==> src/rtl/inst_fetch_resp.sv <==
// inst_fetch_resp: instruction-fetch responder sitting between the PC register
// and decode. It turns each enabled PC into a read of the synchronous
// instruction ROM. Returned words are held in a small FIFO together with their
// PCs and handed to decode over a valid/ready handshake. It stalls the PC
// register whenever the FIFO could not absorb another in-flight word, and it
// discards wrong-path fetches on flush.
//
// Optional feature: define IF_ALIGN_CHECK_EN to flag misaligned PCs.
// A misaligned entry is then delivered with inst_fault=1 and inst_out=0.
// Without the macro, inst_fault is tied low and pc[1:0] never affects data.

module inst_fetch_resp #(
    parameter int ADDR_WIDTH = 14,
    parameter int DEPTH      = 2
) (
    input  logic                  clk,
    input  logic                  rst,
    input  logic [ADDR_WIDTH-1:0] pc,
    input  logic                  chip_enable,
    input  logic                  flush,
    output logic                  stall,
    output logic                  rom_en,
    output logic [ADDR_WIDTH-3:0] rom_addr,
    input  logic [31:0]           rom_data,
    output logic                  inst_valid,
    output logic [31:0]           inst_out,
    output logic [ADDR_WIDTH-1:0] inst_pc,
    output logic                  inst_fault,
    input  logic                  id_ready
);

    // Occupancy plus one in-flight word reaches DEPTH+1, so this width never wraps.
    localparam int CW = $clog2(DEPTH + 2);
    localparam int PW = $clog2(DEPTH);

    logic [CW-1:0]         count;
    logic                  inflight;
    logic [PW-1:0]         wr_ptr;
    logic [PW-1:0]         rd_ptr;
    logic [ADDR_WIDTH-1:0] pending_pc;

    logic [31:0]           mem_data [DEPTH];
    logic [ADDR_WIDTH-1:0] mem_pc   [DEPTH];

    logic                  head_fault;
    logic                  pop;
    logic                  push;
    logic                  issue;
    logic [CW-1:0]         occupancy;
    logic [CW-1:0]         stall_limit;

`ifdef IF_ALIGN_CHECK_EN
    logic                  pending_fault;
    logic                  mem_fault [DEPTH];
`endif

    // Pointers wrap at DEPTH, which need not be a power of two.
    function automatic logic [PW-1:0] ptr_next(input logic [PW-1:0] p);
        return (p == PW'(DEPTH - 1)) ? '0 : p + PW'(1);
    endfunction

    // "count + inflight - pop >= DEPTH" is rewritten as a comparison against
    // DEPTH + pop, so there is no subtraction that could underflow.
    assign occupancy   = count + CW'(inflight);
    assign stall_limit = CW'(DEPTH) + CW'(pop);

    // Reset gates every handshake output low, so nothing leaks out of a
    // FIFO whose state has not been cleared yet.
    assign inst_valid = ~rst & (count != '0);
    assign pop        = inst_valid & id_ready & ~flush;
    assign stall      = ~rst & ~flush & (occupancy >= stall_limit);
    assign issue      = ~rst & chip_enable & ~stall & ~flush;
    assign push       = ~rst & inflight & ~flush;

    assign rom_en   = issue;
    assign rom_addr = pc[ADDR_WIDTH-1:2];

`ifdef IF_ALIGN_CHECK_EN
    assign head_fault = mem_fault[rd_ptr];
`else
    assign head_fault = 1'b0;
`endif

    // A faulted head never exposes ROM data.
    // An empty FIFO presents all-zero outputs.
    assign inst_fault = inst_valid & head_fault;
    assign inst_out   = (inst_valid & ~head_fault) ? mem_data[rd_ptr] : '0;
    assign inst_pc    = inst_valid ? mem_pc[rd_ptr] : '0;

    // Control state: occupancy, pointers and the single in-flight request.
    always_ff @(posedge clk) begin
        if (rst) begin
            count      <= '0;
            inflight   <= 1'b0;
            wr_ptr     <= '0;
            rd_ptr     <= '0;
            pending_pc <= '0;
`ifdef IF_ALIGN_CHECK_EN
            pending_fault <= 1'b0;
`endif
        end else if (flush) begin
            count    <= '0;
            inflight <= 1'b0;
            wr_ptr   <= '0;
            rd_ptr   <= '0;
        end else begin
            inflight <= issue;
            if (issue) begin
                pending_pc <= pc;
`ifdef IF_ALIGN_CHECK_EN
                pending_fault <= (pc[1:0] != 2'b00);
`endif
            end
            if (push) begin
                wr_ptr <= ptr_next(wr_ptr);
            end
            if (pop) begin
                rd_ptr <= ptr_next(rd_ptr);
            end
            if (push && !pop) begin
                count <= count + CW'(1);
            end else if (pop && !push) begin
                count <= count - CW'(1);
            end
        end
    end

    // FIFO storage is written at the tail when a ROM word returns on the correct path.
    always_ff @(posedge clk) begin
        if (push) begin
            mem_data[wr_ptr] <= rom_data;
            mem_pc[wr_ptr]   <= pending_pc;
`ifdef IF_ALIGN_CHECK_EN
            mem_fault[wr_ptr] <= pending_fault;
`endif
        end
    end

endmodule

==> config.mk <==
export PLATFORM = sky130hd
export DESIGN_NAME = inst_fetch_resp
export DESIGN_NICKNAME = d
export VERILOG_FILES = /design/src/rtl/inst_fetch_resp.sv
export SDC_FILE = /design/constraint.sdc
export NUM_CORES = 1
export LEC_CHECK = 0
export CORE_AREA = 2 2 96 98
export DETAILED_ROUTE_END_ITERATION = 16
export DIE_AREA = 0 0 98 100
export PLACE_DENSITY = 0.83
export SLEW_MARGIN = 40
export SYNTH_ARGS = -nofsm -noshare
export SYNTH_HDL_FRONTEND = slang
export SYNTH_SLANG_ARGS = --single-unit
export TNS_END_PERCENT = 20
==> constraint.sdc <==
create_clock -name clk -period 7.4 [get_ports clk]
set_input_delay 1.48 -clock clk [delete_from_list [all_inputs] [get_ports clk]]
set_output_delay 1.48 -clock clk [all_outputs]
set_load 0.005 [all_outputs]
Word-level counts from Yosys, hierarchy flattened
Memory sizes are Yosys's and may differ from the RTL's. A register that Yosys moved wholly into a read port is not among the register bits.
Index checks and enable logic that the tools add are counted.
{"block": "classes", "multipliers": 0, "shifts": 0, "n_eq_ne": 0, "n_reduce_logical": 8, "n_bitwise": 13, "div": 0, "magnitude_cmp": 1, "muxes": 12, "n_addsub": 6}
{"operator": "two-way mux 32 bit", "n": 1}
{"operator": "two-way mux 14 bit", "n": 1}
{"operator": "AND 1 bit", "n": 10}
{"operator": "two-way mux 1 bit", "n": 8}
{"operator": "two-way mux 2 bit", "n": 2}
{"operator": "nonzero test 2 bit", "n": 2}
{"operator": "inverter 1 bit", "n": 3}
{"operator": "adder 1 bit, second input constant", "n": 2}
{"operator": "adder 2 x 1 -> 2 bit", "n": 1}
{"operator": "adder 2 x 1 -> 2 bit, first input constant", "n": 1}
{"operator": "adder 2 x 1 -> 2 bit, second input constant", "n": 1}
{"operator": ">= comparator 2 bit", "n": 1}
{"operator": "logical AND 1 bit", "n": 2}
{"operator": "logical NOT 1 bit", "n": 2}
{"operator": "AND reduction 2 bit", "n": 1}
{"operator": "OR reduction 2 bit", "n": 1}
{"operator": "subtractor 2 x 1 -> 2 bit, second input constant", "n": 1}
{"block": "totals", "ram_bits": 92, "output_inout_bits": 62, "memories": 2, "regBits": 19, "wordCells": 47, "romBits": 0, "latchBits": 0, "input_bits": 51}
{"name": "mem_data", "depth": 2, "word_bits": 32, "rd": 1, "rd_ports_with_merged_regs": 1, "wr": 1, "line_no": "42", "source": "logic [31:0] mem_data [DEPTH];"}
{"name": "mem_pc", "depth": 2, "word_bits": 14, "rd": 1, "rd_ports_with_merged_regs": 1, "wr": 1, "line_no": "43", "source": "logic [ADDR_WIDTH-1:0] mem_pc [DEPTH];"}

Depth between registers and ports, before layout
{"block": "logic_depth", "ltp_word": 11, "mapped_depth": 9, "mapped_depth_nobuf": 7}

Least setup slack after synthesis
OpenSTA, ideal clock, no wires.
{"block": "synth_path", "path_type": "input -> register", "start": "input rst", "end": "memory mem_data[0][0] (enable)", "setup_time_ns": 0.455, "path_slack_ns": 2.947, "t_required_ns": 6.945, "stages": 4, "arrival_time_ns": 3.998, "n_path_buf": 1, "path_cell_list": "clkbuf_1 > nor2_1 > and2_1 > nor2b_1"}
{"block": "synth_via", "elab_chain_cells": 5}
{"item": "start, declared", "line_no": "17", "source": "input logic rst,"}
{"item": "inverter 1 bit", "line_no": "73", "source": "assign push = ~rst & inflight & ~flush;"}
{"item": "AND 1 bit (2 in a row)", "line_no": "73"}
{"item": "net push", "line_no": "47", "source": "logic push;"}
{"item": "two-way mux 1 bit", "line_no": "130", "source": "if (push) begin"}
{"item": "two-way mux 1 bit (not written as such)", "line_no": "131", "source": "mem_data[wr_ptr] <= rom_data;"}
{"item": "end, declared", "line_no": "42"}
The timed path passes the listed nets, and every way through them passes these cells.

Final worst setup path
{"block": "layout_path", "start": "input rst", "end": "output rom_en"}
{"block": "layout_via", "elab_chain_cells": 10, "word_cells_on_any_way": 12, "cone_classes": "add/sub (1); order compare (1); bitwise (10)"}
{"item": "inverter 1 bit", "line_no": "69", "source": "assign inst_valid = ~rst & (count != '0);"}
{"item": "AND 1 bit", "line_no": "69"}
{"item": "AND 1 bit (2 in a row)", "line_no": "70", "source": "assign pop = inst_valid & id_ready & ~flush;"}
{"item": "net pop", "line_no": "46", "source": "logic pop;"}
{"item": "adder 2 x 1 -> 2 bit", "line_no": "65", "source": "assign stall_limit = CW'(DEPTH) + CW'(pop);"}
{"item": ">= comparator 2 bit", "line_no": "71", "source": "assign stall = ~rst & ~flush & (occupancy >= stall_limit);"}
{"item": "AND 1 bit", "line_no": "71"}
{"item": "inverter 1 bit", "line_no": "72", "source": "assign issue = ~rst & chip_enable & ~stall & ~flush;"}
{"item": "AND 1 bit (2 in a row)", "line_no": "72"}
{"item": "end, declared", "line_no": "22", "source": "output logic rom_en,"}
The timed path passes the listed nets, and every way through them passes these cells.

==> reports/metrics.csv <==
metric,value,unit
Pint,0.908,mW
remaining antenna violation count,0,
DR vias,2574,
crit path cell chain,clkdlybuf4s50_1 > or2_2 > or2_2 > inv_1 > ha_1 > nand2b_1 > nand2_1 > and3_1 > clkdlybuf4s50_1,
port buffer count,111,
"Distinct cells, synth",25,
Core Area,8890,µm²
largest net degree at the start of global routing,47,
drt wl/cell,14.7,µm
Yosys top cell area share,61.1,%
RSZ-0062 raised after global routing,no,
crit path DAT,4.32,ns
Worst-Margin Slew,0.789,ns
Seq pwr share,61.2,%
Die W,98,µm
H-tree lvl count,3,
TritonCTS clock tree,built,
Tmin final,5.80,ns
VDD IR max,0.106,mV
Yosys warnings,0,
Detailed Routing Iterations Pass 1,4,
ranking of synthesized cells by area,"edfxtp_1, mux2i_1, dfxtp_1, nor2_1, nand2b_1",
Tot GR Track Use,16.6,%
share of total power in combinational logic,5.6,%
"Reg clk slew, reported paths",0.10,ns
"commonest non-fill, non-tap cell in the layout",clkdlybuf4s50_1,
Max-Slew Margin vs Limit,47.4,%
"Net count, final",460,
Placer Congestion,0.722,
Avg Inst Size Synth,14.7,µm²
sw frac,19.8,%
# setup viols final,0,
Via-to-Cell Ratio,4.93,
share of layout cells above drive strength 1,6.81,%
die height,100,µm
Synth Register Bits,112,
Mapped Area,4520,µm²
post_cts resized,0,
initial antenna violation count,0,
post-synthesis sequential area ratio,70.0,%
Initial Utilization,50.9,%
startpoint types,primary input,
NetSw,0.224,mW
TritonCTS Sinks,112,
Detail Placement HPWL,5.14,mm
P_leak,1.90,nW
latest clock arrival within the worst-skew pair,0.36,ns
"Cell Area, Placed",5660,µm²
R2R Setup Slk,5.12,ns
ant diodes,0,
hold buffers post-CTS,0,
Worst setup EP type,primary output,
final wirelength,7.68,mm
outcome,finished clean,
Post-Syn Instances,308,
pwr dens,192,nW/µm²
TNS Setup,0,ns
# IOs,113,
vias in the first global route,2597,
postcts setup bufs,0,
kind of critical path,primary input to primary output,
initial DRC count,69,
Max Slew Vio Count,0,
"commonest non-fill, non-tap cells in the layout","clkdlybuf4s50_1, edfxtp_1, mux2i_1",
Post-Syn Nets,362,
HP Class,register to register,
Clock power frac,33.1,%
Max Cap Viol,0,
worst-case clock buffer depth,2,
critical path's slowest cell,clkdlybuf4s50_1,
die area,9800,µm²
CTS Root Cell,clkbuf_8,
"Max FO, Critical Path",31,
max incr delay on CP,0.77,ns
Register-to-Register Path Depth,7,
CTS buffer count,9,
hold depth,0,
grt ovf,0,
# rows,35,
first-pass GRT wire length,12.8,mm
DRC violations left,0,
clock skew,0.00901,ns
Layout area overhead,30.0,%
Final Hold Viols,0,
fin area,5880,µm²
FMAX,172,MHz
WP data required,5.92,ns
fin crit share,78.4,%
"area leader, netlist",edfxtp_1,
## registers in the layout, summed over array words and instances (netlist names), named ones only
register / count
mem_pc: 28
inflight: 1
wr_ptr: 1
pending_pc: 14
count: 2
rd_ptr: 1
mem_data: 64
## power groups by stage
stage / Clock, mW / Sequential, mW / Combinational (mW)
after floorplan: 0 / 0.706 / 0.0260
after global placement: 0 / 0.706 / 0.0619
after detailed placement: 0 / 0.707 / 0.0642
after CTS: 0.381 / 0.693 / 0.0646
after global routing: 0.409 / 0.694 / 0.0694
final: 0.375 / 0.693 / 0.0638
## routing by layer
metal  share of wire [%]  vias to the layer above  track usage [%]
met2                  51                       80             28.0
li1                    -                     1266                -
met4                 1.5                        0             6.84
met5                   0                        -                0
met1                  43                     1219             21.4
met3                 4.2                        9             3.06
## Yosys cell counts
library cell	n
a21oi_1	1
a21oi_4	1
and2_1	1
and3_1	3
buf_2	7
buf_4	15
buf_6	1
clkbuf_1	5
conb_1	1
dfxtp_1	20
edfxtp_1	92
ha_1	3
inv_1	3
mux2i_1	60
nand2_1	1
nand2b_1	30
nor2_1	52
nor2b_1	1
o21ai_0	2
o21bai_1	1
or2_2	2
or3_1	1
xnor2_1	1
xor2_1	3
xor2_2	1
## cells by family (layout without fill, tap and decap cells)
logic type / count (synthesis) / after routing / share of synthesized area [%]
adder cells (fa/ha/maj): 3 / 3 / 0.830
XOR/XNOR: 5 / 5 / 1.14
buffers and inverters: 31 / 134 / 4.18
flip-flops: 112 / 112 / 70.0
AND/OR/NAND/NOR: 91 / 91 / 9.66
multiplexers: 60 / 60 / 13.3
other: 1 / 1 / 0.0830
AO/OA/AOI/OAI: 5 / 5 / 0.858
## worst max-delay path, delay by kind of cell
family | cells | cell delay [ns]
fa+ha+maj | 1 | 0.21
buf+inv | 3 | 1.33
simple gates | 5 | 1.31
## through the flow
| stage | utilization (%) | worst slack [ns] | std cells | power (mW) | hold slack (ns) |
|---|---|---|---|---|---|
| floorplan | - | 2.95 | 308 | 0.732 | 0.427 |
| global placement | 63.3 | 1.65 | 504 | 0.768 | 0.437 |
| detailed placement | 63.7 | 1.57 | 506 | 0.771 | 0.448 |
| CTS | 66.1 | 1.57 | 522 | 1.14 | 0.466 |
| global route | 66.1 | 1.34 | 522 | 1.17 | 0.479 |
| finish | 66.1 | 1.60 | 522 | 1.13 | 0.469 |
## path summary, 6_finish.rpt
check                             startpoint                         end
setup / recovery                         rst                      rom_en
hold / removal    pending_pc[0]$_SDFFE_PP0P_      mem_pc[1][0]$_DFFE_PP_
setup reg to reg       count[1]$_SDFFE_PN0P_  pending_pc[2]$_SDFFE_PP0P_
hold reg to reg   pending_pc[0]$_SDFFE_PP0P_      mem_pc[1][0]$_DFFE_PP_
## final cells by class
class | instances | area, µm²
Timing Repair Buffer | 115 | 1160
Inverter | 3 | 11.3
Clock inverter | 5 | 63.8
Sequential cell | 112 | 3160
Tap cell | 111 | 139
Clock buffer | 11 | 151
Fill cell | 660 | 3010
Multi-Input combinational cell | 165 | 1190
Power figures use the tool's default switching activity.
